<file path="src/rtl/conv_bank_loader.sv">
`default_nettype none
// ============================================================================
// Module   : conv_bank_loader
// Brief    : Stream-to-memory loader: image memory first, then NUM_KER kernel
//            memories in sequential or interleaved order.
// Revision : 1.0
// ============================================================================
module conv_bank_loader #(
    parameter int ADDR    = 16,
    parameter int WIDTH   = 8,
    parameter int NUM_KER = 4
) (
    input  logic               clk,
    input  logic               rst,
    input  logic               start_i,
    input  logic               mode_i,
    input  logic [ADDR-1:0]    img_len_i,
    input  logic [ADDR-1:0]    ker_len_i,
    input  logic [WIDTH-1:0]   s_data_i,
    input  logic               s_valid_i,
    output logic               s_ready_o,
    output logic [ADDR-1:0]    img_addr_o,
    output logic [WIDTH-1:0]   img_data_o,
    output logic               img_wr_o,
    output logic [ADDR-1:0]    ker_addr_o,
    output logic [WIDTH-1:0]   ker_data_o,
    output logic [NUM_KER-1:0] ker_wr_o,
    output logic               busy_o,
    output logic               done_o,
    output logic               err_o
);

    localparam int CW = (NUM_KER > 1) ? $clog2(NUM_KER) : 1;

    localparam logic [1:0] c_IDLE     = 2'd0;
    localparam logic [1:0] c_LOAD_IMG = 2'd1;
    localparam logic [1:0] c_LOAD_KER = 2'd2;
    localparam logic [1:0] c_DONE     = 2'd3;

    localparam logic [CW-1:0]   c_LAST_CH  = CW'(NUM_KER - 1);
    localparam logic [CW-1:0]   c_CH_ONE   = CW'(1);
    localparam logic [ADDR-1:0] c_ADDR_ONE = ADDR'(1);

    logic [1:0]         r_state;
    logic [1:0]         w_state_nxt;
    logic               r_mode;
    logic [ADDR-1:0]    r_img_len;
    logic [ADDR-1:0]    r_ker_len;
    logic [ADDR-1:0]    r_addr;
    logic [ADDR-1:0]    w_addr_nxt;
    logic [CW-1:0]      r_ch;
    logic [CW-1:0]      w_ch_nxt;

    logic               r_ready;
    logic               r_busy;
    logic               r_done;
    logic               r_err;
    logic               w_ready_nxt;
    logic               w_busy_nxt;
    logic               w_done_nxt;
    logic               w_err_nxt;

    logic               r_img_wr;
    logic [ADDR-1:0]    r_img_addr;
    logic [WIDTH-1:0]   r_img_data;
    logic [NUM_KER-1:0] r_ker_wr;
    logic [ADDR-1:0]    r_ker_addr;
    logic [WIDTH-1:0]   r_ker_data;

    logic               w_accept;
    logic               w_img_last;
    logic               w_ker_addr_last;
    logic               w_ch_last;
    logic               w_ker_end;
    logic               w_img_beat;
    logic               w_ker_beat;
    logic [NUM_KER-1:0] w_ker_sel;

    assign w_accept        = s_valid_i & r_ready;
    assign w_img_last      = (r_addr == (r_img_len - c_ADDR_ONE));
    assign w_ker_addr_last = (r_addr == (r_ker_len - c_ADDR_ONE));
    assign w_ch_last       = (r_ch == c_LAST_CH);
    // Both orders end on the same beat: last channel at the last address.
    assign w_ker_end       = w_ker_addr_last & w_ch_last;
    assign w_img_beat      = w_accept & (r_state == c_LOAD_IMG);
    assign w_ker_beat      = w_accept & (r_state == c_LOAD_KER);

    generate
        for (genvar i = 0; i < NUM_KER; i++) begin : g_ker_sel
            assign w_ker_sel[i] = (r_ch == CW'(i));
        end
    endgenerate

    // ------------------------------------------------------------------
    // FSM: state register
    // ------------------------------------------------------------------
    always_ff @(posedge clk) begin
        if (rst) begin
            r_state <= c_IDLE;
        end else begin
            r_state <= w_state_nxt;
        end
    end

    // ------------------------------------------------------------------
    // FSM: next-state logic
    // ------------------------------------------------------------------
    always_comb begin
        w_state_nxt = r_state;
        case (r_state)
            c_IDLE: begin
                if (start_i) begin
                    if (img_len_i != '0) begin
                        w_state_nxt = c_LOAD_IMG;
                    end else if (ker_len_i != '0) begin
                        w_state_nxt = c_LOAD_KER;
                    end else begin
                        w_state_nxt = c_DONE;
                    end
                end
            end
            c_LOAD_IMG: begin
                if (w_accept && w_img_last) begin
                    w_state_nxt = (r_ker_len != '0) ? c_LOAD_KER : c_DONE;
                end
            end
            c_LOAD_KER: begin
                if (w_accept && w_ker_end) begin
                    w_state_nxt = c_DONE;
                end
            end
            default: begin
                w_state_nxt = c_IDLE;
            end
        endcase
    end

    // ------------------------------------------------------------------
    // FSM: output decode (registered below so outputs are glitch-free)
    // ------------------------------------------------------------------
    always_comb begin
        w_ready_nxt = (w_state_nxt == c_LOAD_IMG) || (w_state_nxt == c_LOAD_KER);
        w_busy_nxt  = w_ready_nxt;
        w_done_nxt  = (w_state_nxt == c_DONE);
        w_err_nxt   = start_i && (r_state != c_IDLE);
    end

    always_ff @(posedge clk) begin
        if (rst) begin
            r_ready <= 1'b0;
            r_busy  <= 1'b0;
            r_done  <= 1'b0;
            r_err   <= 1'b0;
        end else begin
            r_ready <= w_ready_nxt;
            r_busy  <= w_busy_nxt;
            r_done  <= w_done_nxt;
            r_err   <= w_err_nxt;
        end
    end

    // ------------------------------------------------------------------
    // Address / channel counters
    // ------------------------------------------------------------------
    always_comb begin
        w_addr_nxt = r_addr;
        w_ch_nxt   = r_ch;
        case (r_state)
            c_IDLE: begin
                if (start_i) begin
                    w_addr_nxt = '0;
                    w_ch_nxt   = '0;
                end
            end
            c_LOAD_IMG: begin
                if (w_accept) begin
                    w_addr_nxt = w_img_last ? '0 : (r_addr + c_ADDR_ONE);
                end
            end
            c_LOAD_KER: begin
                if (w_accept) begin
                    if (r_mode) begin
                        // Interleaved: channel is the fast index.
                        if (w_ch_last) begin
                            w_ch_nxt   = '0;
                            w_addr_nxt = r_addr + c_ADDR_ONE;
                        end else begin
                            w_ch_nxt = r_ch + c_CH_ONE;
                        end
                    end else begin
                        if (w_ker_addr_last) begin
                            w_addr_nxt = '0;
                            w_ch_nxt   = w_ch_last ? '0 : (r_ch + c_CH_ONE);
                        end else begin
                            w_addr_nxt = r_addr + c_ADDR_ONE;
                        end
                    end
                end
            end
            default: begin
                w_addr_nxt = r_addr;
                w_ch_nxt   = r_ch;
            end
        endcase
    end

    always_ff @(posedge clk) begin
        if (rst) begin
            r_addr    <= '0;
            r_ch      <= '0;
            r_mode    <= 1'b0;
            r_img_len <= '0;
            r_ker_len <= '0;
        end else begin
            r_addr <= w_addr_nxt;
            r_ch   <= w_ch_nxt;
            if ((r_state == c_IDLE) && start_i) begin
                r_mode    <= mode_i;
                r_img_len <= img_len_i;
                r_ker_len <= ker_len_i;
            end
        end
    end

    // ------------------------------------------------------------------
    // Memory write ports: enables last one cycle, address/data hold
    // ------------------------------------------------------------------
    always_ff @(posedge clk) begin
        if (rst) begin
            r_img_wr   <= 1'b0;
            r_img_addr <= '0;
            r_img_data <= '0;
            r_ker_wr   <= '0;
            r_ker_addr <= '0;
            r_ker_data <= '0;
        end else begin
            r_img_wr <= w_img_beat;
            r_ker_wr <= w_ker_beat ? w_ker_sel : '0;
            if (w_img_beat) begin
                r_img_addr <= r_addr;
                r_img_data <= s_data_i;
            end
            if (w_ker_beat) begin
                r_ker_addr <= r_addr;
                r_ker_data <= s_data_i;
            end
        end
    end

    assign s_ready_o  = r_ready;
    assign busy_o     = r_busy;
    assign done_o     = r_done;
    assign err_o      = r_err;
    assign img_wr_o   = r_img_wr;
    assign img_addr_o = r_img_addr;
    assign img_data_o = r_img_data;
    assign ker_wr_o   = r_ker_wr;
    assign ker_addr_o = r_ker_addr;
    assign ker_data_o = r_ker_data;

endmodule
`default_nettype wire

</file>
<file path="config.mk">
export PLATFORM = sky130hd
export DESIGN_NAME = conv_bank_loader
export DESIGN_NICKNAME = d
export VERILOG_FILES = /design/src/rtl/conv_bank_loader.sv
export SDC_FILE = /design/constraint.sdc
export NUM_CORES = 1
export LEC_CHECK = 0
export ABC_AREA = 1
export ABC_CLOCK_PERIOD_IN_PS = 4100
export CAP_MARGIN = 20
export CORE_ASPECT_RATIO = 0.9
export CORE_MARGIN = 2
export CORE_UTILIZATION = 58
export CTS_CLUSTER_SIZE = 30
export DETAILED_ROUTE_END_ITERATION = 7
export GPL_ROUTABILITY_DRIVEN = 1
export PLACE_DENSITY = 0.83
export SLEW_MARGIN = 5
export SYNTH_ARGS = -nofsm -noshare
export SYNTH_HDL_FRONTEND = slang
export SYNTH_SLANG_ARGS = --single-unit
</file>
<file path="constraint.sdc">
create_clock -name clk -period 4.1 [get_ports clk]
set_clock_uncertainty 0.2 [all_clocks]
set_input_delay 1.23 -clock clk [delete_from_list [all_inputs] [get_ports clk]]
set_output_delay 1.23 -clock clk [all_outputs]
set_load 0.01 [all_outputs]
</file>
# == After elaboration in Yosys (flattened, before gate mapping) ==
# Index checks and enable logic that the tools add are counted.
# word_totals
wordCells,76
inputBits,45
reg_bits,109
output_inout_bits,57
# classes
reduce_logical,16
n_eq_ne,15
n_mux,21
bitwise,5
addsub,4
# ops
cell,count
$mux 16,7
$pmux 16 s3,1
$reduce_bool 16->1,3
$eq 16x16->1,2
$sub 16x1->16 const B,2
$mux 2,9
$add 16x1->16 const B,1
$eq 2x2->1 const B,5
$eq 2x1->1 const B,3
$ne 2x2->1 const B,3
$ne 3x3->1 const B,2
$pmux 2 s3,1
$reduce_and 5->1,1
$and 1x1->1,4
$logic_and 1x1->1,4
$logic_not 2->1,2
$pmux 2 s2,1
$reduce_and 4->1,1
$reduce_bool 2->1,2
$reduce_bool 3->1,1
$add 2x1->2 const B,1
$mux 1,2
$reduce_or 2->1,1
$logic_or 1x1->1,1
$not 1->1,1

# == Logic depth before layout (Yosys ltp) ==
# Gate-level depths: netlist of run 1.
# depth
depth_word,8
depth_mapped,22

# == Worst setup path after synthesis of run 1 ==
# OpenSTA, ideal clock, no wires.
# synth_timing
path_type,input to register
from,input s_valid_i
to,register r_addr[14]
stages,10
t_required_ns,3.784
slack_ns,1.392
path_buffers,0
arrival_time_ns,2.392
path_cell_list,nand2_1 > clkinv_1 > o21ai_0 > nor2_1 > nand2_1 > inv_1 > o21ai_0 > a21oi_1 > nand2_1 > a21oi_1
# synth_between
elab_chain_cells,3
word_cells_on_any_way,4
classes_between,eq/ne: 2; bitwise: 1; reduce/logical: 1
# synth_lines
item,line,source
start: declaration,20,"input logic s_valid_i,"
$and 1x1->1 (*),79,assign w_accept = s_valid_i & r_ready;
$ne 2x2->1 (no source line),n/a,
$reduce_and 5->1 (no source line) (*),n/a,
end signal: assignment,215,r_addr <= w_addr_nxt;
end: declaration,49,logic [ADDR-1:0] r_addr;
# Every way passes the cells marked *; elsewhere a longest branch is shown, timed or not.
# A chain may end at the register's enable or synchronous reset.

# == Worst setup path in the final report of run 1 ==
# layout_timing
from,input ker_len_i[13]
to,register r_busy (netlist: busy_o)
# layout_between
elab_chain_cells,7
word_cells_on_any_way,8
classes_between,eq/ne: 2; mux: 4; reduce/logical: 2
# layout_lines
item,line,source
start: declaration,18,"input logic [ADDR-1:0] ker_len_i,"
$reduce_bool 16->1 (*),115,end else if (ker_len_i != '0) begin
$mux 1 (*),115,
$mux 2 (*),113,if (img_len_i != '0) begin
$mux 2 (*),112,if (start_i) begin
$pmux 2 s3 (*),110,case (r_state)
via w_state_nxt[0],45,logic [1:0] w_state_nxt;
$eq 2x1->1 or $eq 2x2->1 (tied branches),142,w_ready_nxt = (w_state_nxt == c_LOAD_IMG) || (w_state_nxt == c_LOAD_KER);
$logic_or 1x1->1 (*),142,
via w_busy_nxt,59,logic w_busy_nxt;
end signal: assignment,156,r_busy <= w_busy_nxt;
end: declaration,55,logic r_busy;
# Mark *: on every way through the listed nets, which the timed path passes. The rest lies on a longest branch.

==> impl_results.html, run 1 <==
<table>
<tr><th>Metric</th><th>Value</th></tr>
<tr><th colspan="2">Global routing</th></tr>
<tr><td>Vias in the first global route</td><td>5,489</td></tr>
<tr><td>Initial antenna violation count</td><td>0</td></tr>
<tr><td>Final global-route overflow total</td><td>0</td></tr>
<tr><td>Largest net degree at the start of global routing</td><td>54</td></tr>
<tr><td>First-pass GRT wire length</td><td>26,410 um</td></tr>
<tr><td>Total routing usage reported by global routing</td><td>28.31%</td></tr>
<tr><th colspan="2">Clock network</th></tr>
<tr><td>Post-CTS resize count</td><td>0</td></tr>
<tr><td>Number of sinks on the clock net</td><td>109</td></tr>
<tr><td>Number of CTS-inserted buffers</td><td>9</td></tr>
<tr><td>Number of buffers inserted for hold repair after clock tree synthesis</td><td>0</td></tr>
<tr><td>Largest buffer count on any clock path</td><td>2</td></tr>
<tr><td>Clock latency of the later-clocked register in the worst-skew pair</td><td>0.35 ns</td></tr>
<tr><td>H-Tree Level Count</td><td>3</td></tr>
<tr><td>Clock root buffer</td><td>sky130_fd_sc_hd__clkbuf_16</td></tr>
<tr><td>Setup fix buffers added after clock tree synthesis</td><td>0</td></tr>
<tr><td>Clock transition at path regs</td><td>0.07 ns</td></tr>
<tr><td>TritonCTS clock tree</td><td>yes</td></tr>
<tr><th colspan="2">Pwr</th></tr>
<tr><td>Leakage power</td><td>0.003122 uW</td></tr>
<tr><td>Maximum ir drop on the vdd rail</td><td>0.0003214 V</td></tr>
<tr><td>Areal power density over the cells</td><td>340.9 nW/um^2</td></tr>
<tr><td>Power Total</td><td>2529 uW</td></tr>
<tr><th colspan="2">Floorplanning</th></tr>
<tr><td>Die ar.</td><td>11,430 um^2</td></tr>
<tr><td>Ports placed on the boundary</td><td>102</td></tr>
<tr><td>Starting density of the core</td><td>59.67%</td></tr>
<tr><td>Placeable core region</td><td>10,290 um^2</td></tr>
<tr><td>Vertical extent of the die</td><td>101.6 um</td></tr>
<tr><td>Die Span X</td><td>112.5 um</td></tr>
<tr><td>Row count</td><td>35</td></tr>
<tr><th colspan="2">Synth</th></tr>
<tr><td>Number of standard cells after synthesis</td><td>917</td></tr>
<tr><td>Synth warnings</td><td>0</td></tr>
<tr><td>Count of flip-flops with a built-in enable after synthesis</td><td>0</td></tr>
<tr><td>Average cell area after synthesis</td><td>6.697 um^2</td></tr>
<tr><td>Dominant cells by area after synthesis</td><td>sky130_fd_sc_hd__dfxtp_1 36%, sky130_fd_sc_hd__nand2_1 13%, sky130_fd_sc_hd__nor2_1 8.1%</td></tr>
<tr><td>Post-synthesis net count</td><td>974</td></tr>
<tr><td>Share of flip-flops with an asynchronous set or reset</td><td>0%</td></tr>
<tr><td>Count of distinct cell types in the synthesized netlist</td><td>40</td></tr>
<tr><td>Sequential element share of the synthesized area</td><td>35.53%</td></tr>
<tr><td>Post-synthesis register bit count</td><td>109</td></tr>
<tr><td>Post-synth top area cell</td><td>sky130_fd_sc_hd__dfxtp_1</td></tr>
<tr><td>Top-area cell type share of the netlist area</td><td>35.53%</td></tr>
<tr><td>Most used DFF post-synth</td><td>sky130_fd_sc_hd__dfxtp_1</td></tr>
<tr><td>Commonest cells in the netlist</td><td>220 x sky130_fd_sc_hd__nand2_1, 132 x sky130_fd_sc_hd__nor2_1, 109 x sky130_fd_sc_hd__dfxtp_1, 82 x sky130_fd_sc_hd__inv_1, 78 x sky130_fd_sc_hd__a21oi_1</td></tr>
<tr><td>Cell with the most instances after synthesis</td><td>sky130_fd_sc_hd__nand2_1</td></tr>
<tr><td>Post-Syn Area</td><td>6141 um^2</td></tr>
<tr><th colspan="2">Critical path</th></tr>
<tr><td>Maximum fanout encountered on the critical timing path</td><td>2</td></tr>
<tr><td>Flop-to-flop setup slack</td><td>1.26 ns</td></tr>
<tr><td>Critical Setup Path Class</td><td>input pin to register</td></tr>
<tr><td>Critical path endpoint category</td><td>register</td></tr>
<tr><td>Crit path required time</td><td>4.12 ns</td></tr>
<tr><td>Data arrival time of the worst path</td><td>3.31 ns</td></tr>
<tr><td>Critical path launch point type</td><td>input pin</td></tr>
<tr><th colspan="2">Timing</th></tr>
<tr><td>Final max-slew violation count</td><td>0</td></tr>
<tr><td>Setup Total Neg Slack</td><td>0 ns</td></tr>
<tr><td>Final Cycle Share</td><td>80.11%</td></tr>
<tr><td>Max-slew headroom at the worst pin</td><td>56.72%</td></tr>
<tr><td>Fmax</td><td>0.3045 GHz</td></tr>
<tr><td>Worst Tran Pin Value</td><td>0.6433 ns</td></tr>
<tr><td>Final critical-path setup slack</td><td>0.8155 ns</td></tr>
<tr><td>Count of endpoints failing setup in the final report</td><td>0</td></tr>
<tr><td>Unrepaired setup endpoints after global routing</td><td>no</td></tr>
<tr><td>Final critical-path required period</td><td>3.284 ns</td></tr>
<tr><td>Final hold violations</td><td>0</td></tr>
<tr><th colspan="2">Route</th></tr>
<tr><td>DRC violations left</td><td>0</td></tr>
<tr><td>Via count</td><td>6,000</td></tr>
<tr><td>Detailed-route wire length</td><td>15,690 um</td></tr>
<tr><td>Average via count per standard cell</td><td>5.319</td></tr>
<tr><td>Number of search-and-repair iterations in the first detailed-routing pass</td><td>6</td></tr>
<tr><td>Drt first-iter violations</td><td>512</td></tr>
<tr><td>Remaining number of nets flagged by the antenna check after routing</td><td>0</td></tr>
<tr><td>Wire length per cell after detailed routing</td><td>13.91 um</td></tr>
<tr><th colspan="2">Cells and area</th></tr>
<tr><td>Footprint of the multi-input gates</td><td>3356 um^2</td></tr>
<tr><td>Final antenna diode count</td><td>0</td></tr>
<tr><td>Fill cells</td><td>871</td></tr>
<tr><td>Register Area</td><td>2182 um^2</td></tr>
<tr><td>Post-synthesis to final-layout area growth</td><td>20.78%</td></tr>
<tr><td>Final Net Count</td><td>1,051</td></tr>
<tr><td>Fraction of layout instances using a drive strength above 1</td><td>5.405%</td></tr>
<tr><th colspan="2">Placed design</th></tr>
<tr><td>Setup WS pre-CTS</td><td>0.5051 ns</td></tr>
<tr><td>Input/output buffers</td><td>101</td></tr>
<tr><td>Last weighted congestion value of the routability-driven placer</td><td>0.9285</td></tr>
<tr><td>Half-perimeter wire length after placement</td><td>11,500 um</td></tr>
<tr><th colspan="2">Flow run</th></tr>
<tr><td>Number of max-cap violations</td><td>0</td></tr>
<tr><th colspan="2">Min path</th></tr>
<tr><td>HP Class</td><td>register to register</td></tr>
<tr><th colspan="2">Run status</th></tr>
<tr><td>Outcome</td><td>completed</td></tr>
</table>
==> registers in the layout, indices dropped and copies added (netlist names) <==
signal and cells:
r_img_len 16, ker_wr_o 4, err_o 1, ker_data_o 8, r_ker_len 16, r_ch 2, img_data_o 8, r_addr 16
done_o 1, img_addr_o 16, r_mode 1, r_state 2, img_wr_o 1, ker_addr_o 16, busy_o 1
==> metal layers <==
| layer | routed length, um | vias to the layer above | GRT usage (%) |
|---|---|---|---|
| li1 | - | 3103 | - |
| met1 | 7492 | 2697 | 39.84 |
| met2 | 7062 | 180 | 46.06 |
| met3 | 903 | 20 | 4.129 |
| met4 | 233 | 0 | 7.411 |
| met5 | 0 | - | 0 |
==> cells in the final DEF, fill, tap and decap left out, types with 2 or more instances in the layout <==
| cell | netlist | final |
|---|---|---|
| sky130_fd_sc_hd__dfxtp_1 | 109 | 109 |
| sky130_fd_sc_hd__xor2_1 | 22 | 22 |
| sky130_fd_sc_hd__nor3_1 | 6 | 6 |
| sky130_fd_sc_hd__nand2_4 | 2 | 2 |
| sky130_fd_sc_hd__buf_4 | 3 | 6 |
| sky130_fd_sc_hd__ha_1 | 12 | 12 |
| sky130_fd_sc_hd__nor2_4 | 4 | 4 |
| sky130_fd_sc_hd__o21ai_0 | 63 | 63 |
| sky130_fd_sc_hd__nand3b_1 | 4 | 4 |
| sky130_fd_sc_hd__nand2_1 | 220 | 220 |
| sky130_fd_sc_hd__clkdlybuf4s50_1 | 0 | 101 |
| sky130_fd_sc_hd__inv_2 | 5 | 5 |
| sky130_fd_sc_hd__xnor2_1 | 11 | 11 |
| sky130_fd_sc_hd__inv_8 | 0 | 2 |
| sky130_fd_sc_hd__a21oi_1 | 78 | 78 |
| sky130_fd_sc_hd__clkinv_1 | 2 | 2 |
| sky130_fd_sc_hd__nor4_1 | 8 | 8 |
| sky130_fd_sc_hd__nor2_1 | 132 | 131 |
| sky130_fd_sc_hd__inv_1 | 82 | 82 |
| sky130_fd_sc_hd__clkinv_4 | 0 | 2 |
| sky130_fd_sc_hd__clkbuf_16 | 0 | 9 |
| sky130_fd_sc_hd__a21oi_2 | 2 | 2 |
| sky130_fd_sc_hd__nand3_2 | 3 | 3 |
| sky130_fd_sc_hd__nor2_8 | 2 | 2 |
| sky130_fd_sc_hd__nand4_1 | 12 | 12 |
| sky130_fd_sc_hd__nor2_2 | 8 | 9 |
| sky130_fd_sc_hd__nand3_1 | 76 | 76 |
| sky130_fd_sc_hd__nand2_2 | 2 | 2 |
==> logic make-up (layout without fill, tap and decap cells) <==
kind of cell | count (synthesis) | in the layout | share of synthesized area [%]
fa+ha+maj | 12 | 12 | 2.445
simple gates | 485 | 485 | 35.00
flops | 109 | 109 | 35.53
compound gates | 146 | 146 | 12.08
xor+xnor | 34 | 34 | 5.073
buf+inv | 131 | 213 | 9.861
==> final timing paths <==
| check | from | to | depth (start not counted) |
|---|---|---|---|
| hold reg to reg | img_addr_o[10] | img_addr_o[10] | 2 |
| setup reg to reg | r_ker_len[0] | busy_o | 19 |
| setup / recovery | ker_len_i[13] | busy_o | 11 |
| hold / removal | img_addr_o[10] | img_addr_o[10] | 2 |
==> final cells by class <==
cell class	instances	area share, %
clock buffers	10	3.087
clock inverters	6	1.063
inverters	89	4.504
multi-input cells	677	45.24
flip-flops and latches	109	29.42
well taps	129	2.176
repair buffers	108	14.51
==> power by group <==
part | internal, uW | switching, uW
logic | 184 | 308
registers | 1090 | 38.1
clock network | 488 | 419
total | 1760 | 765
==> critical path, stage by stage <==
cell and delay [ns]:
sky130_fd_sc_hd__clkdlybuf4s50_1 0.43, sky130_fd_sc_hd__nor4_1 0.59, sky130_fd_sc_hd__nand4_1 0.30, sky130_fd_sc_hd__a21oi_1 0.20, sky130_fd_sc_hd__a21oi_1 0.05, sky130_fd_sc_hd__nand3_1 0.09, sky130_fd_sc_hd__nand2_1 0.07, sky130_fd_sc_hd__inv_1 0.06
sky130_fd_sc_hd__ha_1 0.22, sky130_fd_sc_hd__inv_1 0.05, sky130_fd_sc_hd__nor2_1 0.03
==> through the flow <==
stage / utilization (%) / cells / area (um^2) / hold WS, ns
floorplan: - / 917 / 6141 / 0.2448
global placement: 69.08 / 1112 / 7109 / 0.2514
detailed placement: 69.08 / 1112 / 7109 / 0.2510
CTS: 72.07 / 1128 / 7417 / 0.2623
global route: 72.07 / 1128 / 7417 / 0.2827
finish: 72.07 / 1128 / 7417 / 0.2607
Power figures use the tool's default switching activity.
==> inputs of run 2 (changes only) <==
--- a/config.mk
+++ b/config.mk
@@ -6,15 +6,15 @@
 export NUM_CORES = 1
 export LEC_CHECK = 0
 export ABC_AREA = 1
-export ABC_CLOCK_PERIOD_IN_PS = 4100
+export ABC_CLOCK_PERIOD_IN_PS = 3190
 export CAP_MARGIN = 20
 export CORE_ASPECT_RATIO = 0.9
 export CORE_MARGIN = 2
-export CORE_UTILIZATION = 58
+export CORE_UTILIZATION = 54
 export CTS_CLUSTER_SIZE = 30
 export DETAILED_ROUTE_END_ITERATION = 7
 export GPL_ROUTABILITY_DRIVEN = 1
-export PLACE_DENSITY = 0.83
+export PLACE_DENSITY = 0.78
 export SLEW_MARGIN = 5
 export SYNTH_ARGS = -nofsm -noshare
 export SYNTH_HDL_FRONTEND = slang
==> constraint.sdc (replaced) <==
create_clock -name clk -period 3.19 [get_ports clk]
set_clock_uncertainty 0.2 [all_clocks]
set_input_delay 0.957 -clock clk [delete_from_list [all_inputs] [get_ports clk]]
set_output_delay 0.957 -clock clk [all_outputs]
set_load 0.01 [all_outputs]
==> impl_results.html, run 2 (synthesized netlist as in run 1, its figures left out) <==
<table>
<tr><th>Metric</th><th>Value</th></tr>
<tr><th colspan="2">Run status</th></tr>
<tr><td>Outcome</td><td>completed</td></tr>
<tr><th colspan="2">Placed design</th></tr>
<tr><td>Half-perimeter wire length after placement</td><td>12,090 um</td></tr>
<tr><td>Setup WS pre-CTS</td><td>-0.03414 ns</td></tr>
<tr><td>Last weighted congestion value of the routability-driven placer</td><td>0.9397</td></tr>
<tr><td>Placed Cells incl. Taps</td><td>1,147</td></tr>
<tr><td>Input/output buffers</td><td>101</td></tr>
<tr><th colspan="2">Route</th></tr>
<tr><td>Detailed-route wire length</td><td>16,320 um</td></tr>
<tr><td>Wire length per cell after detailed routing</td><td>14.03 um</td></tr>
<tr><td>Average via count per standard cell</td><td>5.200</td></tr>
<tr><td>Remaining number of nets flagged by the antenna check after routing</td><td>0</td></tr>
<tr><td>Number of search-and-repair iterations in the first detailed-routing pass</td><td>7</td></tr>
<tr><td>DRC violations left</td><td>0</td></tr>
<tr><td>Via count</td><td>6,048</td></tr>
<tr><td>Drt first-iter violations</td><td>545</td></tr>
<tr><th colspan="2">Pwr</th></tr>
<tr><td>Areal power density over the cells</td><td>433.3 nW/um^2</td></tr>
<tr><td>Fraction of power consumed by combinational cells</td><td>19.9%</td></tr>
<tr><td>Maximum ir drop on the vdd rail</td><td>0.0002627 V</td></tr>
<tr><td>Switching share of total power</td><td>29.90%</td></tr>
<tr><td>Clk pwr share</td><td>35.6%</td></tr>
<tr><td>Reported net switching power</td><td>976.5 uW</td></tr>
<tr><td>Power Total</td><td>3266 uW</td></tr>
<tr><td>Internal power</td><td>2290 uW</td></tr>
<tr><td>Leakage power</td><td>0.003181 uW</td></tr>
<tr><td>Sequential group share of total power</td><td>44.5%</td></tr>
<tr><th colspan="2">Clock network</th></tr>
<tr><td>Largest buffer count on any clock path</td><td>2</td></tr>
<tr><td>Post-CTS resize count</td><td>0</td></tr>
<tr><td>Setup fix buffers added after clock tree synthesis</td><td>0</td></tr>
<tr><td>Number of CTS-inserted buffers</td><td>9</td></tr>
<tr><td>Clock latency of the later-clocked register in the worst-skew pair</td><td>0.35 ns</td></tr>
<tr><td>Number of sinks on the clock net</td><td>109</td></tr>
<tr><td>Clock root buffer</td><td>sky130_fd_sc_hd__clkbuf_16</td></tr>
<tr><td>Number of buffers inserted for hold repair after clock tree synthesis</td><td>0</td></tr>
<tr><td>TritonCTS clock tree</td><td>yes</td></tr>
<tr><td>Clock transition at path regs</td><td>0.07 ns</td></tr>
<tr><td>H-Tree Level Count</td><td>3</td></tr>
<tr><th colspan="2">Min path</th></tr>
<tr><td>Worst hold path endpoint</td><td>img_addr_o[8]</td></tr>
<tr><td>Instance count along the most critical hold path</td><td>2</td></tr>
<tr><td>Worst hold path startpoint</td><td>img_addr_o[8]</td></tr>
<tr><td>HP Class</td><td>register to register</td></tr>
<tr><th colspan="2">Timing</th></tr>
<tr><td>Final critical-path required period</td><td>2.928 ns</td></tr>
<tr><td>Fmax</td><td>0.3415 GHz</td></tr>
<tr><td>Final critical-path setup slack</td><td>0.2617 ns</td></tr>
<tr><td>Count of endpoints failing setup in the final report</td><td>0</td></tr>
<tr><td>Final max-slew violation count</td><td>0</td></tr>
<tr><td>Worst hold margin</td><td>0.2592 ns</td></tr>
<tr><td>Max-slew headroom at the worst pin</td><td>63.88%</td></tr>
<tr><td>Final hold violations</td><td>0</td></tr>
<tr><td>Worst Tran Pin Value</td><td>0.5376 ns</td></tr>
<tr><td>Final Cycle Share</td><td>91.80%</td></tr>
<tr><td>Unrepaired setup endpoints after global routing</td><td>no</td></tr>
<tr><th colspan="2">Critical path</th></tr>
<tr><td>Top Family by Delay on Critical Path</td><td>simple AND/OR/NAND/NOR gates</td></tr>
<tr><td>Capturing point of the worst reg2reg path</td><td>busy_o</td></tr>
<tr><td>Slowest stage delay, CP</td><td>0.43 ns</td></tr>
<tr><td>Worst-path cell chain</td><td>clkdlybuf4s50_1, nor4_1, nand2_1, nor2_1, a21oi_1, a21oi_1, nand3_1, nand2_1, inv_1, ha_1, inv_1, nor2_1</td></tr>
<tr><td>Critical path endpoint category</td><td>register</td></tr>
<tr><td>Flop-to-flop setup slack</td><td>0.28 ns</td></tr>
<tr><td>Crit path required time</td><td>3.22 ns</td></tr>
<tr><td>Combined buffer and inverter count along the critical path</td><td>3</td></tr>
<tr><td>Data arrival time of the worst path</td><td>2.96 ns</td></tr>
<tr><td>Critical Setup Path Class</td><td>input pin to register</td></tr>
<tr><td>Library cell contributing the largest single delay on the critical path</td><td>sky130_fd_sc_hd__clkdlybuf4s50_1</td></tr>
<tr><td>Critical path launch point type</td><td>input pin</td></tr>
<tr><td>Reg2Reg Depth</td><td>19</td></tr>
<tr><td>Crit Reg-Reg Startpoint</td><td>r_ker_len[0]</td></tr>
<tr><td>Maximum fanout encountered on the critical timing path</td><td>2</td></tr>
<tr><th colspan="2">Floorplanning</th></tr>
<tr><td>Starting density of the core</td><td>56.10%</td></tr>
<tr><td>Die Span X</td><td>116.4 um</td></tr>
<tr><td>Ports placed on the boundary</td><td>102</td></tr>
<tr><td>Die ar.</td><td>12,240 um^2</td></tr>
<tr><td>Vertical extent of the die</td><td>105.2 um</td></tr>
<tr><td>Row count</td><td>36</td></tr>
<tr><td>Placeable core region</td><td>10,950 um^2</td></tr>
<tr><th colspan="2">Cells and area</th></tr>
<tr><td>Commonest non-fill, non-tap cell in the layout</td><td>sky130_fd_sc_hd__nand2_1</td></tr>
<tr><td>Fraction of layout instances using a drive strength above 1</td><td>6.528%</td></tr>
<tr><td>Final Net Count</td><td>1,063</td></tr>
<tr><td>Commonest non-fill, non-tap cells in the layout</td><td>220 x sky130_fd_sc_hd__nand2_1, 131 x sky130_fd_sc_hd__nor2_1, 109 x sky130_fd_sc_hd__dfxtp_1, 101 x sky130_fd_sc_hd__clkdlybuf4s50_1, 82 x sky130_fd_sc_hd__inv_1</td></tr>
<tr><td>Post-synthesis to final-layout area growth</td><td>22.74%</td></tr>
<tr><td>Final antenna diode count</td><td>0</td></tr>
<tr><td>Number of cells in the finished layout apart from fillers</td><td>1,163</td></tr>
<tr><td>Final Core Density</td><td>68.86%</td></tr>
<tr><th colspan="2">Global routing</th></tr>
<tr><td>Final global-route overflow total</td><td>0</td></tr>
<tr><td>Largest net degree at the start of global routing</td><td>46</td></tr>
<tr><td>First-pass GRT wire length</td><td>27,160 um</td></tr>
<tr><td>Total routing usage reported by global routing</td><td>27.62%</td></tr>
<tr><td>Vias in the first global route</td><td>5,699</td></tr>
<tr><td>Initial antenna violation count</td><td>0</td></tr>
<tr><th colspan="2">Flow run</th></tr>
<tr><td>Number of max-cap violations</td><td>0</td></tr>
</table>
## run 2: layer usage
layer	track usage [%]	wire length (um)	vias up	part of all wire [%]
met2	45.27	7730	159	47
met4	6.718	157	0	0.96
met5	0	0	-	0
li1	-	-	3116	-
met3	4.698	785	14	4.8
met1	37.62	7643	2759	47
## run 2: stage by stage
step	instance area [um^2]	setup TNS, ns
after floorplan	6141	0
after global placement	7228	-0.01321
after detailed placement	7228	-0.03414
after CTS	7537	0
after global routing	7537	0
final	7537	0
## run 2: worst max-delay path by stage
stage / from / to / slack [ns] / cells past startpoint
after floorplan: s_valid_i / r_addr[14] / 0.76 / 10
after global placement: img_len_i[0] / busy_o / -0.01 / 12
after detailed placement: img_len_i[0] / busy_o / -0.03 / 12
after CTS: img_len_i[0] / busy_o / 0.32 / 12
after global routing: r_img_len[0] / busy_o / 0.05 / 16
final: img_len_i[0] / busy_o / 0.26 / 12
## run 2: worst reg2reg max path: stages, from the launching register on
cell and delay [ns]:
sky130_fd_sc_hd__dfxtp_1 0.31, sky130_fd_sc_hd__inv_1 0.18, sky130_fd_sc_hd__ha_1 0.31, sky130_fd_sc_hd__nand2_2 0.16, sky130_fd_sc_hd__nor2_8 0.18, sky130_fd_sc_hd__nand3_1 0.11, sky130_fd_sc_hd__nand3_1 0.12, sky130_fd_sc_hd__nand2_1 0.06
sky130_fd_sc_hd__nor2_1 0.15, sky130_fd_sc_hd__nand2_1 0.07, sky130_fd_sc_hd__nor2_1 0.17, sky130_fd_sc_hd__nand3_1 0.13, sky130_fd_sc_hd__nand2_1 0.08, sky130_fd_sc_hd__nand2_1 0.05, sky130_fd_sc_hd__nand3_1 0.07, sky130_fd_sc_hd__nand2_1 0.07
sky130_fd_sc_hd__inv_1 0.06, sky130_fd_sc_hd__ha_1 0.22, sky130_fd_sc_hd__inv_1 0.05, sky130_fd_sc_hd__nor2_1 0.03
## run 2: final cells by class
class	instances	area, um^2
fill	984	3408
multi-input combinational	677	3356
sequential	109	2182
timing repair buffer	120	1166
inverter	89	334.1
clock buffer	11	242.7
tap	152	190.2
clock inverter	5	66.31
## run 2: power groups by stage
stage | Clock, uW | Sequential [uW] | Combinational, uW
detailed placement | 0 | 1480 | 635
global placement | 0 | 1480 | 626
finish | 1160 | 1450 | 651
CTS | 1180 | 1450 | 641
global route | 1230 | 1460 | 734
floorplan | 0 | 1470 | 453
